### src/rtl/urna_tally_bcd_if.sv
// Bundle between the ballot tally publisher and the BCD stage.
// The master drives the request and tallies; the slave returns the BCD digits.
interface urna_tally_bcd_if #(
    parameter int BIN_W  = 8,
    parameter int DIGITS = 3
);
    logic                  start;
    logic [BIN_W-1:0]      tc1;
    logic [BIN_W-1:0]      tc2;
    logic [BIN_W-1:0]      tnull;
    logic [4*DIGITS-1:0]   c1_bcd;
    logic [4*DIGITS-1:0]   c2_bcd;
    logic [4*DIGITS-1:0]   null_bcd;
    logic                  busy;
    logic                  done;

    modport master (
        output start, tc1, tc2, tnull,
        input  c1_bcd, c2_bcd, null_bcd, busy, done
    );

    modport slave (
        input  start, tc1, tc2, tnull,
        output c1_bcd, c2_bcd, null_bcd, busy, done
    );
endinterface

### src/rtl/urna_tally_bcd.sv
// Time-multiplexed double-dabble converter for the three ballot tallies.
// Results of all channels are published together on a single edge.
module urna_tally_bcd #(
    parameter int BIN_W  = 8,
    parameter int DIGITS = 3
) (
    input logic clock,
    input logic reset_n,
    urna_tally_bcd_if.slave bus
);
    localparam int BW = 4 * DIGITS;
    localparam int SW = BW + BIN_W;
    localparam int CW = $clog2(BIN_W + 1);

    typedef enum logic [1:0] {
        IDLE,
        LOAD,
        SHIFT
    } state_t;

    state_t            state_q;
    logic [1:0]        ch_q;
    logic [CW-1:0]     cnt_q;
    logic [SW-1:0]     sh_q;
    logic [SW-1:0]     adj;
    logic [SW-1:0]     sh_d;
    logic [BIN_W-1:0]  snap_q  [3];
    logic [BW-1:0]     stage_q [3];
    logic [BW-1:0]     c1_q;
    logic [BW-1:0]     c2_q;
    logic [BW-1:0]     nul_q;
    logic              busy_q;
    logic              done_q;

    always_comb begin
        adj = sh_q;
        for (int d = 0; d < DIGITS; d++) begin
            if (sh_q[BIN_W+4*d +: 4] >= 4'd5) begin
                adj[BIN_W+4*d +: 4] = sh_q[BIN_W+4*d +: 4] + 4'd3;
            end
        end
        sh_d = {adj[SW-2:0], 1'b0};
    end

    // The publish step is folded into the last shift of channel 2.
    always_ff @(posedge clock or negedge reset_n) begin
        if (!reset_n) begin
            state_q <= IDLE;
            ch_q    <= 2'd0;
            cnt_q   <= '0;
            sh_q    <= '0;
            c1_q    <= '0;
            c2_q    <= '0;
            nul_q   <= '0;
            busy_q  <= 1'b0;
            done_q  <= 1'b0;
            for (int i = 0; i < 3; i++) begin
                snap_q[i]  <= '0;
                stage_q[i] <= '0;
            end
        end else begin
            unique case (state_q)
                IDLE: begin
                    done_q <= 1'b0;
                    if (bus.start) begin
                        snap_q[0] <= bus.tc1;
                        snap_q[1] <= bus.tc2;
                        snap_q[2] <= bus.tnull;
                        ch_q      <= 2'd0;
                        busy_q    <= 1'b1;
                        state_q   <= LOAD;
                    end
                end
                LOAD: begin
                    sh_q    <= {{BW{1'b0}}, snap_q[ch_q]};
                    cnt_q   <= CW'(BIN_W);
                    state_q <= SHIFT;
                end
                SHIFT: begin
                    sh_q  <= sh_d;
                    cnt_q <= cnt_q - CW'(1);
                    if (cnt_q == CW'(1)) begin
                        stage_q[ch_q] <= sh_d[SW-1 -: BW];
                        if (ch_q != 2'd2) begin
                            ch_q    <= ch_q + 2'd1;
                            state_q <= LOAD;
                        end else begin
                            c1_q    <= stage_q[0];
                            c2_q    <= stage_q[1];
                            nul_q   <= sh_d[SW-1 -: BW];
                            done_q  <= 1'b1;
                            busy_q  <= 1'b0;
                            state_q <= IDLE;
                        end
                    end
                end
                default: state_q <= IDLE;
            endcase
        end
    end

    assign bus.c1_bcd   = c1_q;
    assign bus.c2_bcd   = c2_q;
    assign bus.null_bcd = nul_q;
    assign bus.busy     = busy_q;
    assign bus.done     = done_q;
endmodule

### src/flat_wrapper.sv
// flat-port wrapper written by rule: the top's interface ports become plain ports
module urna_tally_bcd_flat 
#(
    parameter int BIN_W  = 8,
    parameter int DIGITS = 3
)
  (clock, reset_n, bus_start, bus_tc1, bus_tc2, bus_tnull, bus_c1_bcd, bus_c2_bcd, bus_null_bcd, bus_busy, bus_done);
  urna_tally_bcd_if #(.BIN_W(BIN_W), .DIGITS(DIGITS)) bus_i ();
  input logic clock;
  input logic reset_n;
  input wire logic [$bits(bus_i.start)-1:0] bus_start;
  input wire logic [$bits(bus_i.tc1)-1:0] bus_tc1;
  input wire logic [$bits(bus_i.tc2)-1:0] bus_tc2;
  input wire logic [$bits(bus_i.tnull)-1:0] bus_tnull;
  output wire logic [$bits(bus_i.c1_bcd)-1:0] bus_c1_bcd;
  output wire logic [$bits(bus_i.c2_bcd)-1:0] bus_c2_bcd;
  output wire logic [$bits(bus_i.null_bcd)-1:0] bus_null_bcd;
  output wire logic [$bits(bus_i.busy)-1:0] bus_busy;
  output wire logic [$bits(bus_i.done)-1:0] bus_done;
  assign bus_i.start = bus_start;
  assign bus_i.tc1 = bus_tc1;
  assign bus_i.tc2 = bus_tc2;
  assign bus_i.tnull = bus_tnull;
  assign bus_c1_bcd = bus_i.c1_bcd;
  assign bus_c2_bcd = bus_i.c2_bcd;
  assign bus_null_bcd = bus_i.null_bcd;
  assign bus_busy = bus_i.busy;
  assign bus_done = bus_i.done;
  urna_tally_bcd #(.BIN_W(BIN_W), .DIGITS(DIGITS)) u_core (.clock(clock), .reset_n(reset_n), .bus(bus_i));
endmodule
### config.mk
export PLATFORM = sky130hd
export DESIGN_NAME = urna_tally_bcd_flat
export DESIGN_NICKNAME = d
export VERILOG_FILES = /design/src/rtl/urna_tally_bcd_if.sv /design/src/rtl/urna_tally_bcd.sv /design/src/flat_wrapper.sv
export SDC_FILE = /design/constraint.sdc
export NUM_CORES = 1
export LEC_CHECK = 0
export BUFFER_PORTS_ARGS = -buffer_cell sky130_fd_sc_hd__buf_4
export CAP_MARGIN = 20
export CORE_MARGIN = 2
export CORE_UTILIZATION = 57
export DETAILED_ROUTE_END_ITERATION = 8
export GPL_ROUTABILITY_DRIVEN = 1
export PLACE_DENSITY = 0.79
export RECOVER_POWER = 25
export SYNTH_ARGS = -nofsm -noshare
export SYNTH_HDL_FRONTEND = slang
export SYNTH_SLANG_ARGS = --single-unit
### constraint.sdc
create_clock -name clock -period 2.3 [get_ports clock]
set_input_delay 0.69 -clock clock [delete_from_list [all_inputs] [get_ports clock]]
set_output_delay 0.69 -clock clock [all_outputs]
set_load 0.02 [all_outputs]
==> metrics.cfg <==
[final_layout]
area_delta_synth_final_pct=24.40
fillers=583
final_core_util=0.7187
n_antenna_cell=0
drive_gt1_frac=0.3441
nets=526

[die]
pin_count=65
die_x_um=97.33
dieHeight_um=97.33
initial_core_util=0.5778
die-area_mm2=0.009472
core-area_mm2=0.008593
fp-row-count=34

[drt]
vias=3397
drc=0
drt_wl_total_mm=10.60
dr.first_iter.drc_count=282
routed_via_density=5.615
dr.pass1.iters=4
antenna_left=0
routedWlPerCell_um=17.52

[yosys]
synth-seq-cells=114
synthCells=410
syn_avg_cell_area_um2=12.11
synth_top_area_cell=dfrtp_1
ys_types=32
synthesis.nets=452
synth.area.top_cells=dfrtp_1, mux2_2, mux2_4
yosysWarnings=0
yosys.area.top_type_share=0.5746
synth_area_mm2=0.004965
yosysSeqAreaShare=0.5746

[clock_tree]
holdBufCountCts=0
cts_tree=built
clock_sinks=114
path_clk_slew_ns=0.06
ctsResizeCount=0
clockRootBuffer=clkbuf_8
htreeDepth=4
cts_max_path_buffers=2
cts-buffers-inserted=17
clk_latency_ns=0.52
post_cts_buffers=0

[power_and_ir_drop]
leakage_nw=2.973
p_per_area_mw_per_mm2=1093
ir_drop_mv=0.8216
finalPower_w=0.006748

[setup_path]
reg2reg_depth=6
crit_chain=inv_1, ha_1, buf_4, inv_1, o21a_1, mux2_2
crit_path_end=u_core.state_q[1]$_DFFE_PN0P_
timing.rr.end=u_core.state_q[1]$_DFFE_PN0P_
cpMostUsedCell=inv_1
crit_path_start=u_core.state_q[0]$_DFFE_PN0P_
required_ns=2.69
slowest_delay_ns=0.40
critPathKind=reg2reg
rrSetupSlack_ns=0.38
arrival_ns=2.31
reg2reg_from=u_core.state_q[0]$_DFFE_PN0P_
slowest_stage=dfrtp_1
cp-end-kind=flip-flop
worstSetupStartpointType=flip-flop
crit_fanout=17

[timing]
fin_crit_ns=1.920
maxSlewViolCount=30
hold_viol=0
relSlewSlack=-0.2337
finalCritPeriodShare=0.8346
rsz0062_at_grt=false
tightest_slew_ns=1.850
fmax_ghz=0.5209
setup_viol=0
setup_tns_ns=0
skew_ns=0.007744

[global_routing]
grt_antenna_before_repair=0
grt_pass1_vias=3555
grt_max_degree=55
grt_pass1_wl_mm=17.95
grt-ovfl-total=0
grtUsageTotal=0.2419

[run]
maxCapViolations=1

[placed_design]
dp_hpwl_mm=6.777
io_buffers=64
place_congestion=0.7895

[status]
violations=capacitance limit, slew limit
status=finished with violations

[min_path]
hold_class=in2reg

## stage by stage
| step | hold WS (ns) | area (um^2) | worst slack [ns] | cells |
|---|---|---|---|---|
| after floorplan | 0.3944 | 4965 | 0.6527 | 410 |
| after global placement | 0.4612 | 5593 | 0.4787 | 573 |
| after detailed placement | 0.4731 | 5593 | 0.4376 | 573 |
| after CTS | 0.1185 | 6180 | 0.4056 | 605 |
| after global routing | 0.3867 | 6176 | 0.2487 | 605 |
| final | 0.4018 | 6176 | 0.3804 | 605 |
## layout make-up
cell class	instances	area, um^2	area share
Clock buffer	17	414.1	0.06706
Clock inverter	15	172.7	0.02796
Inverter	27	101.3	0.01641
Multi-Input combinational cell	249	1903	0.3081
Sequential cell	114	2853	0.4619
Tap cell	108	135.1	0.02188
Timing Repair Buffer	75	596.8	0.09664
## report_power, final
part           internal, W  switching [W]  total, W
Clock              0.00157       0.000999   0.00257
Combinational     0.000736       0.000861   0.00160
Sequential         0.00237       0.000207   0.00258
Total              0.00468        0.00207   0.00675
## worst min-delay path by stage
stage / slack [ns] / to / from / depth (start not counted)
global route: 0.39 / u_core.snap_q[19]$_DFFE_PN0P_ / bus_tc1[3] / 2
floorplan: 0.39 / u_core.bus.busy$_DFFE_PN0P_ / reset_n / 0
CTS: 0.12 / u_core.bus.null_bcd[0]$_DFFE_PN0P_ / reset_n / 1
global placement: 0.46 / u_core.stage_q[22]$_DFFE_PN0P_ / u_core.stage_q[22]$_DFFE_PN0P_ / 2
finish: 0.40 / u_core.snap_q[19]$_DFFE_PN0P_ / bus_tc1[3] / 2
detailed placement: 0.47 / u_core.stage_q[32]$_DFFE_PN0P_ / u_core.stage_q[32]$_DFFE_PN0P_ / 2
## registers in the layout (all words and copies together) (netlist names), 4 cells and up
name / cells
u_core.bus.c1_bcd: 12
u_core.bus.c2_bcd: 12
u_core.sh_q: 20
u_core.stage_q: 24
u_core.cnt_q: 4
u_core.snap_q: 24
u_core.bus.null_bcd: 12
## synth_stat cells (all sizes together)
master	number
nand2	48
nand3	4
buf	10
a221oi	7
mux2	62
o211ai	2
mux2i	2
nor2	2
nor2b	4
a31oi	3
a21oi	9
and4bb	1
inv	27
dfrtp	114
nor3b	2
nor3	5
o21a	3
o31ai	1
clkbuf	10
ha	15
xnor2	3
o22ai	17
o21ai	52
nand2b	4
nand3b	2
a22oi	1
## layout by cell type, fill, tap and decap left out, types with 4 or more instances in the layout
cell type / instances
dfrtp_1: 114
buf_4: 71
o21ai_0: 52
nand2_1: 47
mux2_2: 38
inv_1: 26
mux2_4: 24
o22ai_1: 17
clkbuf_16: 16
ha_1: 15
a21oi_1: 9
a221oi_1: 7
inv_6: 6
nor3_1: 5
nor2b_1: 4
nand2b_1: 4
nand3_1: 4
## kinds of logic after synthesis
group / synth area share
adder cells (fa/ha/maj): 0.03780
XOR/XNOR: 0.005293
AND/OR/NAND/NOR: 0.06779
flip-flops: 0.5746
multiplexers: 0.1628
buffers and inverters: 0.04208
AO/OA/AOI/OAI: 0.1096
## routing by layer
| metal | share of wire | vias up | track usage |
|---|---|---|---|
| met5 | 0 | - | 0 |
| met2 | 0.52 | 87 | 0.3985 |
| met1 | 0.42 | 1709 | 0.3103 |
| met3 | 0.045 | 18 | 0.05827 |
| li1 | - | 1583 | - |
| met4 | 0.018 | 0 | 0.09936 |
## critical path, delay by kind of cell, from the launching register on
family | cells | cell delay, ns
muxes | 1 | 0.34
DFF | 1 | 0.40
buffers and inverters | 3 | 0.62
adders and majority gates | 1 | 0.21
AOI/OAI and AO/OA | 1 | 0.23
No activity file was read; power rests on OpenSTA's default activity.
